==> src/rtl/osd_dii_type_demux_pkg.sv <==
// Shared DII definitions: flit type, packet TYPE codes and the demux FSM states.
package osd_dii_type_demux_pkg;

  typedef struct packed {
    logic        valid;
    logic        last;
    logic [15:0] data;
  } dii_flit;

  localparam logic [1:0] DII_TYPE_REG   = 2'b00;
  localparam logic [1:0] DII_TYPE_PLAIN = 2'b01;
  localparam logic [1:0] DII_TYPE_EVENT = 2'b10;

  localparam int unsigned FLAGS_TYPE_MSB = 15;
  localparam int unsigned FLAGS_TYPE_LSB = 14;

  typedef enum logic [2:0] {
    HDR0,
    HDR1,
    HDR2,
    REPLAY,
    PASS,
    DROP
  } demux_state_t;

  function automatic logic is_reg_type(input logic [15:0] flags);
    return flags[FLAGS_TYPE_MSB:FLAGS_TYPE_LSB] == DII_TYPE_REG;
  endfunction

endpackage

==> src/rtl/osd_dii_type_demux_if.sv <==
// One DII flit channel: flit bundle travels master->slave, ready travels back.
interface osd_dii_type_demux_if
  import osd_dii_type_demux_pkg::*;
  ();

  dii_flit flit;
  logic    ready;

  modport master (output flit, input ready);
  modport slave  (input flit, output ready);

endinterface

==> src/rtl/osd_dii_type_demux_hdr_buf.sv <==
// Three-entry header store (DEST, SRC, FLAGS) with a replay read index.
module osd_dii_hdr_buf (
  input  logic        clk,
  input  logic        rst,
  input  logic        wr_en,
  input  logic [1:0]  wr_idx,
  input  logic [15:0] wr_data,
  input  logic        rd_clr,
  input  logic        rd_adv,
  output logic [15:0] rd_data,
  output logic        rd_at_end
);

  logic [15:0] hdr [3];
  logic [1:0]  rd_idx;

  always_ff @(posedge clk) begin
    if (rst) begin
      for (int unsigned i = 0; i < 3; i++) hdr[i] <= '0;
      rd_idx <= '0;
    end else begin
      for (int unsigned i = 0; i < 3; i++) begin
        if (wr_en && (wr_idx == 2'(i))) hdr[i] <= wr_data;
      end
      // The index parks on the FLAGS entry; the next header restarts it.
      if (rd_clr) rd_idx <= '0;
      else if (rd_adv && !rd_at_end) rd_idx <= rd_idx + 2'd1;
    end
  end

  always_comb begin
    rd_data = '0;
    case (rd_idx)
      2'd0:    rd_data = hdr[0];
      2'd1:    rd_data = hdr[1];
      2'd2:    rd_data = hdr[2];
      default: rd_data = '0;
    endcase
  end

  assign rd_at_end = (rd_idx == 2'd2);

endmodule

==> src/rtl/osd_dii_type_demux.sv <==
// Buffers the DII header, classifies by FLAGS TYPE and forwards the packet
// unchanged to the register-access or bypass output (or drops it).
module osd_dii_type_demux
  import osd_dii_type_demux_pkg::*;
#(
  parameter bit          DROP_NON_REG = 1'b0,
  parameter int unsigned CNT_WIDTH    = 8
) (
  input  logic                 clk,
  input  logic                 rst,
  osd_dii_type_demux_if.slave  debug_in,
  osd_dii_type_demux_if.master reg_out,
  osd_dii_type_demux_if.master bypass_out,
  output logic [CNT_WIDTH-1:0] drop_cnt
);

  demux_state_t state, state_nx;

  logic        sel_reg;
  logic        hdr_last;
  logic        in_ready;
  logic        accept;
  logic        out_ready;
  logic        drop_inc;
  logic        hdr_latch;
  logic        hb_wr;
  logic [1:0]  hb_wr_idx;
  logic        hb_rd_clr;
  logic        hb_rd_adv;
  logic [15:0] hb_rd_data;
  logic        hb_rd_at_end;
  dii_flit     sel_flit;

  osd_dii_hdr_buf u_hdr_buf (
    .clk       (clk),
    .rst       (rst),
    .wr_en     (hb_wr),
    .wr_idx    (hb_wr_idx),
    .wr_data   (debug_in.flit.data),
    .rd_clr    (hb_rd_clr),
    .rd_adv    (hb_rd_adv),
    .rd_data   (hb_rd_data),
    .rd_at_end (hb_rd_at_end)
  );

  assign accept    = debug_in.flit.valid & debug_in.ready;
  assign out_ready = sel_reg ? reg_out.ready : bypass_out.ready;

  always_comb begin
    state_nx  = state;
    in_ready  = 1'b0;
    sel_flit  = '0;
    hb_wr     = 1'b0;
    hb_wr_idx = 2'd0;
    hb_rd_clr = 1'b0;
    hb_rd_adv = 1'b0;
    drop_inc  = 1'b0;
    hdr_latch = 1'b0;

    case (state)
      HDR0, HDR1: begin
        in_ready  = 1'b1;
        hb_wr_idx = (state == HDR0) ? 2'd0 : 2'd1;
        if (accept) begin
          hb_wr = 1'b1;
          if (debug_in.flit.last) begin
            drop_inc = 1'b1;
            state_nx = HDR0;
          end else begin
            state_nx = (state == HDR0) ? HDR1 : HDR2;
          end
        end
      end

      HDR2: begin
        in_ready  = 1'b1;
        hb_wr_idx = 2'd2;
        if (accept) begin
          hb_wr     = 1'b1;
          hb_rd_clr = 1'b1;
          hdr_latch = 1'b1;
          if (!is_reg_type(debug_in.flit.data) && DROP_NON_REG) begin
            drop_inc = 1'b1;
            state_nx = debug_in.flit.last ? HDR0 : DROP;
          end else begin
            state_nx = REPLAY;
          end
        end
      end

      REPLAY: begin
        sel_flit.valid = 1'b1;
        sel_flit.last  = hb_rd_at_end & hdr_last;
        sel_flit.data  = hb_rd_data;
        if (out_ready) begin
          hb_rd_adv = 1'b1;
          if (hb_rd_at_end) state_nx = hdr_last ? HDR0 : PASS;
        end
      end

      PASS: begin
        sel_flit = debug_in.flit;
        in_ready = out_ready;
        if (debug_in.flit.valid && out_ready && debug_in.flit.last) state_nx = HDR0;
      end

      DROP: begin
        in_ready = 1'b1;
        if (accept && debug_in.flit.last) state_nx = HDR0;
      end

      default: state_nx = HDR0;
    endcase
  end

  // Ready is forced low while rst is high so nothing looks accepted that cycle.
  assign debug_in.ready   = in_ready & ~rst;
  assign reg_out.flit     = sel_reg ? sel_flit : '0;
  assign bypass_out.flit  = sel_reg ? '0 : sel_flit;

  always_ff @(posedge clk) begin
    if (rst) begin
      state    <= HDR0;
      sel_reg  <= 1'b0;
      hdr_last <= 1'b0;
      drop_cnt <= '0;
    end else begin
      state <= state_nx;
      if (hdr_latch) begin
        sel_reg  <= is_reg_type(debug_in.flit.data);
        hdr_last <= debug_in.flit.last;
      end
      if (drop_inc && (drop_cnt != '1)) drop_cnt <= drop_cnt + CNT_WIDTH'(1);
    end
  end

endmodule

==> src/flat_wrapper.sv <==
// flat-port wrapper written by rule: the top's interface ports become plain ports
module osd_dii_type_demux_flat import osd_dii_type_demux_pkg::*;
#(
  parameter bit          DROP_NON_REG = 1'b0,
  parameter int unsigned CNT_WIDTH    = 8
)
  (clk, rst, drop_cnt, debug_in_flit, debug_in_ready, reg_out_flit, reg_out_ready, bypass_out_flit, bypass_out_ready);
  osd_dii_type_demux_if debug_in_i ();
  osd_dii_type_demux_if reg_out_i ();
  osd_dii_type_demux_if bypass_out_i ();
  input  logic clk;
  input  logic rst;
  output logic [CNT_WIDTH-1:0] drop_cnt;
  input wire logic [$bits(debug_in_i.flit)-1:0] debug_in_flit;
  output wire logic [$bits(debug_in_i.ready)-1:0] debug_in_ready;
  output wire logic [$bits(reg_out_i.flit)-1:0] reg_out_flit;
  input wire logic [$bits(reg_out_i.ready)-1:0] reg_out_ready;
  output wire logic [$bits(bypass_out_i.flit)-1:0] bypass_out_flit;
  input wire logic [$bits(bypass_out_i.ready)-1:0] bypass_out_ready;
  assign debug_in_i.flit = debug_in_flit;
  assign debug_in_ready = debug_in_i.ready;
  assign reg_out_flit = reg_out_i.flit;
  assign reg_out_i.ready = reg_out_ready;
  assign bypass_out_flit = bypass_out_i.flit;
  assign bypass_out_i.ready = bypass_out_ready;
  osd_dii_type_demux #(.DROP_NON_REG(DROP_NON_REG), .CNT_WIDTH(CNT_WIDTH)) u_core (.clk(clk), .rst(rst), .debug_in(debug_in_i), .reg_out(reg_out_i), .bypass_out(bypass_out_i), .drop_cnt(drop_cnt));
endmodule
==> config.mk <==
export PLATFORM = sky130hd
export DESIGN_NAME = osd_dii_type_demux_flat
export DESIGN_NICKNAME = d
export VERILOG_FILES = /design/src/rtl/osd_dii_type_demux_pkg.sv /design/src/rtl/osd_dii_type_demux_if.sv /design/src/rtl/osd_dii_type_demux_hdr_buf.sv /design/src/rtl/osd_dii_type_demux.sv /design/src/flat_wrapper.sv
export SDC_FILE = /design/constraint.sdc
export NUM_CORES = 1
export LEC_CHECK = 0
export CAP_MARGIN = 25
export CORE_MARGIN = 10
export CORE_UTILIZATION = 45
export CTS_BUF_LIST = sky130_fd_sc_hd__clkbuf_8
export CTS_CLUSTER_SIZE = 8
export DETAILED_ROUTE_END_ITERATION = 7
export GPL_TIMING_DRIVEN = 0
export PLACE_DENSITY = 0.72
export SLEW_MARGIN = 20
export SYNTH_ARGS = -nofsm -noshare
export SYNTH_HDL_FRONTEND = slang
export SYNTH_SLANG_ARGS = --single-unit
==> constraint.sdc <==
create_clock -name clk -period 4.6 [get_ports clk]
set_input_delay 0.92 -clock clk [delete_from_list [all_inputs] [get_ports clk]]
set_output_delay 0.92 -clock clk [all_outputs]
set_load 0.005 [all_outputs]
After elaboration in Yosys (flattened, before gate mapping)
Memories as Yosys holds them, arrays and structs flattened.
Cells that the tools add are included.
- add/sub/neg operators: 2
- equality and inequality tests: 16
- mux-type cells: 40
- bitwise operators: 7
- reductions and logical operators: 18
- operators with widths (operator ; number):
    $mux W16 ; 3
    $pmux W16 S3 ; 1
    $mux W18 ; 2
    $pmux W18 S2 ; 1
    $mux W3 ; 8
    $mux W1 ; 21
    $pmux W3 S5 ; 1
    $ne A2 B1 Y1 const B ; 6
    $add A8 B1 Y8 const B ; 1
    $logic_and A1 B1 Y1 ; 8
    $ne A8 B8 Y1 const B ; 1
    $eq A3 B2 Y1 const B ; 2
    $eq A3 B3 Y1 const B ; 2
    $logic_not A2 Y1 ; 3
    $reduce_and A6 Y1 ; 1
    $eq A2 B1 Y1 const B ; 2
    $eq A2 B2 Y1 const B ; 2
    $pmux W2 S2 ; 1
    $reduce_or A2 Y1 ; 2
    $reduce_or A4 Y1 ; 1
    $and A1 B1 Y1 ; 3
    $eq A3 B1 Y1 const B ; 1
    $logic_not A3 Y1 ; 1
    $or A1 B1 Y1 ; 3
    6 further kinds ; 6
- bits in registers: 15
- memory bits (writable): 48
- input bits: 22
- output and inout bits: 45
- memories: 1
- memories (name ; depth ; width ; rd ports ; clocked after memory_dff ; wr ports ; RTL line ; RTL):
    u_core.u_hdr_buf.hdr ; 3 ; 16 ; 3 ; 0 ; 3 ; osd_dii_type_demux_hdr_buf.sv:14 ; logic [15:0] hdr [3];

Depth between registers and ports, before layout
- depth in word-level cells: 12
- depth in mapped cells: 7
- depth with buffers taken out: 5

Hierarchy
From an unflattened synthesis, not the netlist that was laid out.
- cells, all modules: 281
- area, all modules: 3156.8 um^2
- modules (own cells, without submodules) (module ; instances ; cells each ; area an instance (um^2) ; sequential area each (um^2)):
    osd_dii_hdr_buf ; 1 ; 125 ; 2011.9 ; 1481.4
    osd_dii_type_demux ; 1 ; 156 ; 1144.8 ; 260.2

Least setup slack after synthesis
Ideal clock, no wire load.
- kind: flip-flop to output port
- start: reg u_core.u_hdr_buf.rd_idx[0]
- end: out reg_out_flit[10]
- arrival: 1.539 ns
- data required time: 3.680 ns
- path slack: 2.141 ns
- cell stages (with the launch flop): 8
- buffers on the path: 2
- cells stage by stage: dfxtp_1 > inv_1 > ha_1 > clkbuf_1 > clkbuf_1 > a222oi_1 > a2bb2oi_1 > nor2b_1
- cells in the longest elaborated chain, start to end: 4
- elaborated cells on any way between the ends: 6
- RTL lines (element ; RTL line ; RTL):
    start, declared ; osd_dii_type_demux_hdr_buf.sv:15 ; logic [1:0] rd_idx;
    start signal, assigned ; osd_dii_type_demux_hdr_buf.sv:27 ; else if (rd_adv && !rd_at_end) rd_idx <= rd_idx + 2'd1;
    $eq A2 B2 Y1, or another cell as far along ; osd_dii_type_demux_hdr_buf.sv:33 ; case (rd_idx)
    $pmux W16 S3 (*) ; osd_dii_type_demux_hdr_buf.sv:33 ;
    $pmux W18 S2 (*) ; osd_dii_type_demux.sv:60 ; case (state)
    $mux W18 (*) ; osd_dii_type_demux.sv:118 ; assign reg_out.flit = sel_reg ? sel_flit : '0;
    end, declared ; flat_wrapper.sv:16 ; output wire logic [$bits(reg_out_i.flit)-1:0] reg_out_flit;
Every way passes the cells marked *; elsewhere a longest branch is shown, timed or not.

Worst setup path in the final report
- start: reg u_core.u_hdr_buf.rd_idx[0]
- end: out bypass_out_flit[14]
- cells in the longest elaborated chain, start to end: 4
- elaborated cells on any way between the ends: 6
- RTL lines (element ; RTL line ; RTL):
    $eq A2 B2 Y1, or another cell as far along ; osd_dii_type_demux_hdr_buf.sv:33 ;
    $pmux W16 S3 (*) ; osd_dii_type_demux_hdr_buf.sv:33 ;
    $pmux W18 S2 (*) ; osd_dii_type_demux.sv:60 ;
    $mux W18 (*) ; osd_dii_type_demux.sv:119 ; assign bypass_out.flit = sel_reg ? '0 : sel_flit;
    end, declared ; flat_wrapper.sv:18 ; output wire logic [$bits(bypass_out_i.flit)-1:0] bypass_out_flit;
Marks and branches as above.

==> impl_metrics.csv <==
group,metric,value,unit
placed_design,gp_congestion,0.883,
logic_synthesis,synth_top_family_by_area,"simple AND/OR/NAND/NOR gates",
logic_synthesis,ys_types,50,
cells_and_area,nFillCells,530,
timing,tightestPinTransition,768,ps
logic_synthesis,ys_seq_elements,63,
global_routing,first_global_vias,2328,
cts,hold_buffers,0,
cts,clock_sinks,63,
cells_and_area,top_register,"u_core.u_hdr_buf.hdr",
setup_path,arrival,2690,ps
setup_path,cp.required,3680,ps
min_path,hp-start,"u_core.drop_cnt[7]",
floorplan,die-area,10500,um^2
timing,timing.hold.ws,532,ps
cells_and_area,drive_gt1_share,9.14,%
pwr,powerDensity,307,nW/um^2
floorplan,fp.dieW,102,um
timing,post-route-period-util,78.5,%
setup_path,crit_fanout,10,
logic_synthesis,synth.mux.area_fraction,1.68,%
logic_synthesis,synthFlopType,"edfxtp_1",
routing,wl,7650,um
logic_synthesis,synth_top_area_share,47.2,%
setup_path,slowest_delay,480,ps
global_routing,grt_pass1_wl,12100,um
logic_synthesis,yosysTopAreaCell,"edfxtp_1",
timing,max_freq,277,MHz
global_routing,grt_use_total,15.0,%
cts,post-cts-setup-buffers,0,
floorplan,dieHeight,102,um
timing,setup_tns,0,ps
setup_path,critPathMostFrequentCell,"clkbuf_1",
placed_design,dpl-instance-area,3800,um^2
logic_synthesis,synth.area.top_cells,"edfxtp_1, dfxtp_1, a222oi_1",
pwr,ir_drop,0.157,mV
logic_synthesis,synth_commonest_cells,"edfxtp_1, nor2_1, nor2b_1",
pwr,p_total,1.22,mW
logic_synthesis,syn_nets,285,
floorplan,start_util,47.3,%
routing,vias_per_cell,5.66,
timing,drv_slew,0,
logic_synthesis,synth_edf_count,48,
setup_path,cp.buffers_inverters,4,
timing,finalHoldViolCount,0,
logic_synthesis,yosysWarnings,0,
placed_design,place_ws,1290,ps
routing,drt_pre_antenna_iters,4,
floorplan,std_cell_rows,29,
global_routing,antenna_found_initial,0,
setup_path,timing.rr.start,"u_core.u_hdr_buf.rd_idx[0]",
cells_and_area,fin_cells,416,
setup_path,cp-start-kind,"register",
logic_synthesis,synthSimpleGateAreaFrac,19.6,%
routing,drc,0,
placed_design,port_buffers,65,
cts,cts_tree,"done",
global_routing,grt_overflow_total,0,
placed_design,dp.cells,400,
cts,cts_buffers,9,
min_path,hp-class,"reg2reg",
timing,min_period,3610,ps
status,status,"completed",
setup_path,crit_path_top_delay_cell,"clkdlybuf4s50_1",
floorplan,num_io_pins,67,
setup_path,cp-startpoint,"u_core.u_hdr_buf.rd_idx[0]",
routing,vias,2354,
cells_and_area,area_growth,29.8,%
setup_path,cp_top_family,"buffers and inverters",
logic_synthesis,synth_area,3050,um^2
cts,cts_buffer_depth,2,
logic_synthesis,synthArstFlopShare,0,%
setup_path,criticalPathCategory,"reg2out",
routing,routedWlPerCell,18.4,um
cells_and_area,largest_reg_flops,48,
logic_synthesis,synth-compound-area-share,14.7,%
timing,setup_viol,0,
cts,clk_latency,330,ps
cts,cts-root-buf,"clkbuf_8",
cells_and_area,antenna_cells,0,
floorplan,core_area,6460,um^2
setup_path,r2r_slack,2670,ps
cells_and_area,reg_top3,"u_core.u_hdr_buf.hdr: 48 flops, u_core.drop_cnt: 8 flops, u_core.state: 3 flops",
timing,worst_slack,990,ps
logic_synthesis,syn_avg_cell_area,11.8,um^2
timing,relSlewSlack,48.7,%
placed_design,place_hpwl,5480,um
pwr,leakage,1.39,nW
logic_synthesis,synthCells,258,
cts,htree_num_levels,3,
timing,rsz0062_at_grt,"false",
timing,finClkSkew,6.89,ps
cts,path_clk_slew,70,ps
logic_synthesis,seq_area_frac_synth,57.0,%
global_routing,grt_max_degree,19,
job,max-cap-violations,0,
cells_and_area,finish.net_count,361,
logic_synthesis,synth_most_common_cell,"edfxtp_1",
cts,ctsResizeCount,0,
cells_and_area,final_core_util,61.4,%
setup_path,crit_path_end_kind,"primary output",
logic_synthesis,synth_xor_area_share,1.43,%
logic_synthesis,synth-adder-area-share,2.05,%
setup_path,path_cells,"inv_1 > ha_1 > clkbuf_1 > clkbuf_1 > a222oi_1 > a2bb2oi_1 > nor2_1 > clkdlybuf4s50_1",
routing,drtAntennaViolNets,0,
routing,drt_iter0_drc,164,
cells_and_area,stdcell_area,3960,um^2
[cell families after synthesis]
family | count (synthesis)
flip-flops | 63
multiplexers | 5
adder cells (fa/ha/maj) | 5
AO/OA/AOI/OAI | 51
XOR/XNOR | 5
buffers and inverters | 24
AND/OR/NAND/NOR | 105
[layout by cell type (no fill, tap or decap), types with 5 or more instances in the layout]
cell type | netlist | layout
clkdlybuf4s50_1 | 0 | 65
edfxtp_1 | 48 | 48
nor2_1 | 33 | 33
nor2b_1 | 20 | 20
and2_1 | 17 | 17
a222oi_1 | 16 | 16
a2bb2oi_1 | 16 | 16
dfxtp_1 | 15 | 15
clkbuf_1 | 9 | 9
clkbuf_8 | 0 | 9
nand2_1 | 8 | 8
inv_1 | 6 | 6
buf_2 | 6 | 6
a21oi_1 | 6 | 6
ha_1 | 5 | 5
[cell type report]
cell class | instances | area [um^2] | area share [%]
sequential | 63 | 1740 | 43.9
multi-input combinational | 171 | 1200 | 30.4
timing repair buffer | 65 | 651 | 16.4
clock buffer | 9 | 124 | 3.13
tap | 77 | 96.3 | 2.43
buffer | 18 | 83.8 | 2.11
clock inverter | 7 | 40.0 | 1.01
inverter | 6 | 22.5 | 0.568
[worst paths after layout]
check | to | cells after the start
hold reg to reg | u_core.drop_cnt[7] | 2
setup / recovery | bypass_out_flit[14] | 8
setup reg to reg | u_core.state[0] | 7
hold / removal | u_core.drop_cnt[7] | 2
[report_power, final]
part	internal [mW]	switching (mW)	leakage, nW
clock network	0.189	0.210	0.0761
logic	0.0750	0.0750	0.694
registers	0.654	0.0119	0.624
total	0.919	0.297	1.39
[tightest hold or removal path, delay by kind of cell (launching register included)]
family | cells | cell delay (ps)
DFF | 1 | 340
AOI/OAI and AO/OA | 1 | 100
and+or+nand+nor | 1 | 50
[layer usage]
metal,routed length [um],up-vias,track usage (%)
li1,-,1129,-
met1,3200,1137,17.4
met2,3790,76,26.0
met3,554,12,3.64
met4,107,0,5.97
met5,0,-,0
Note: power is estimated with default switching activity, not from simulation.
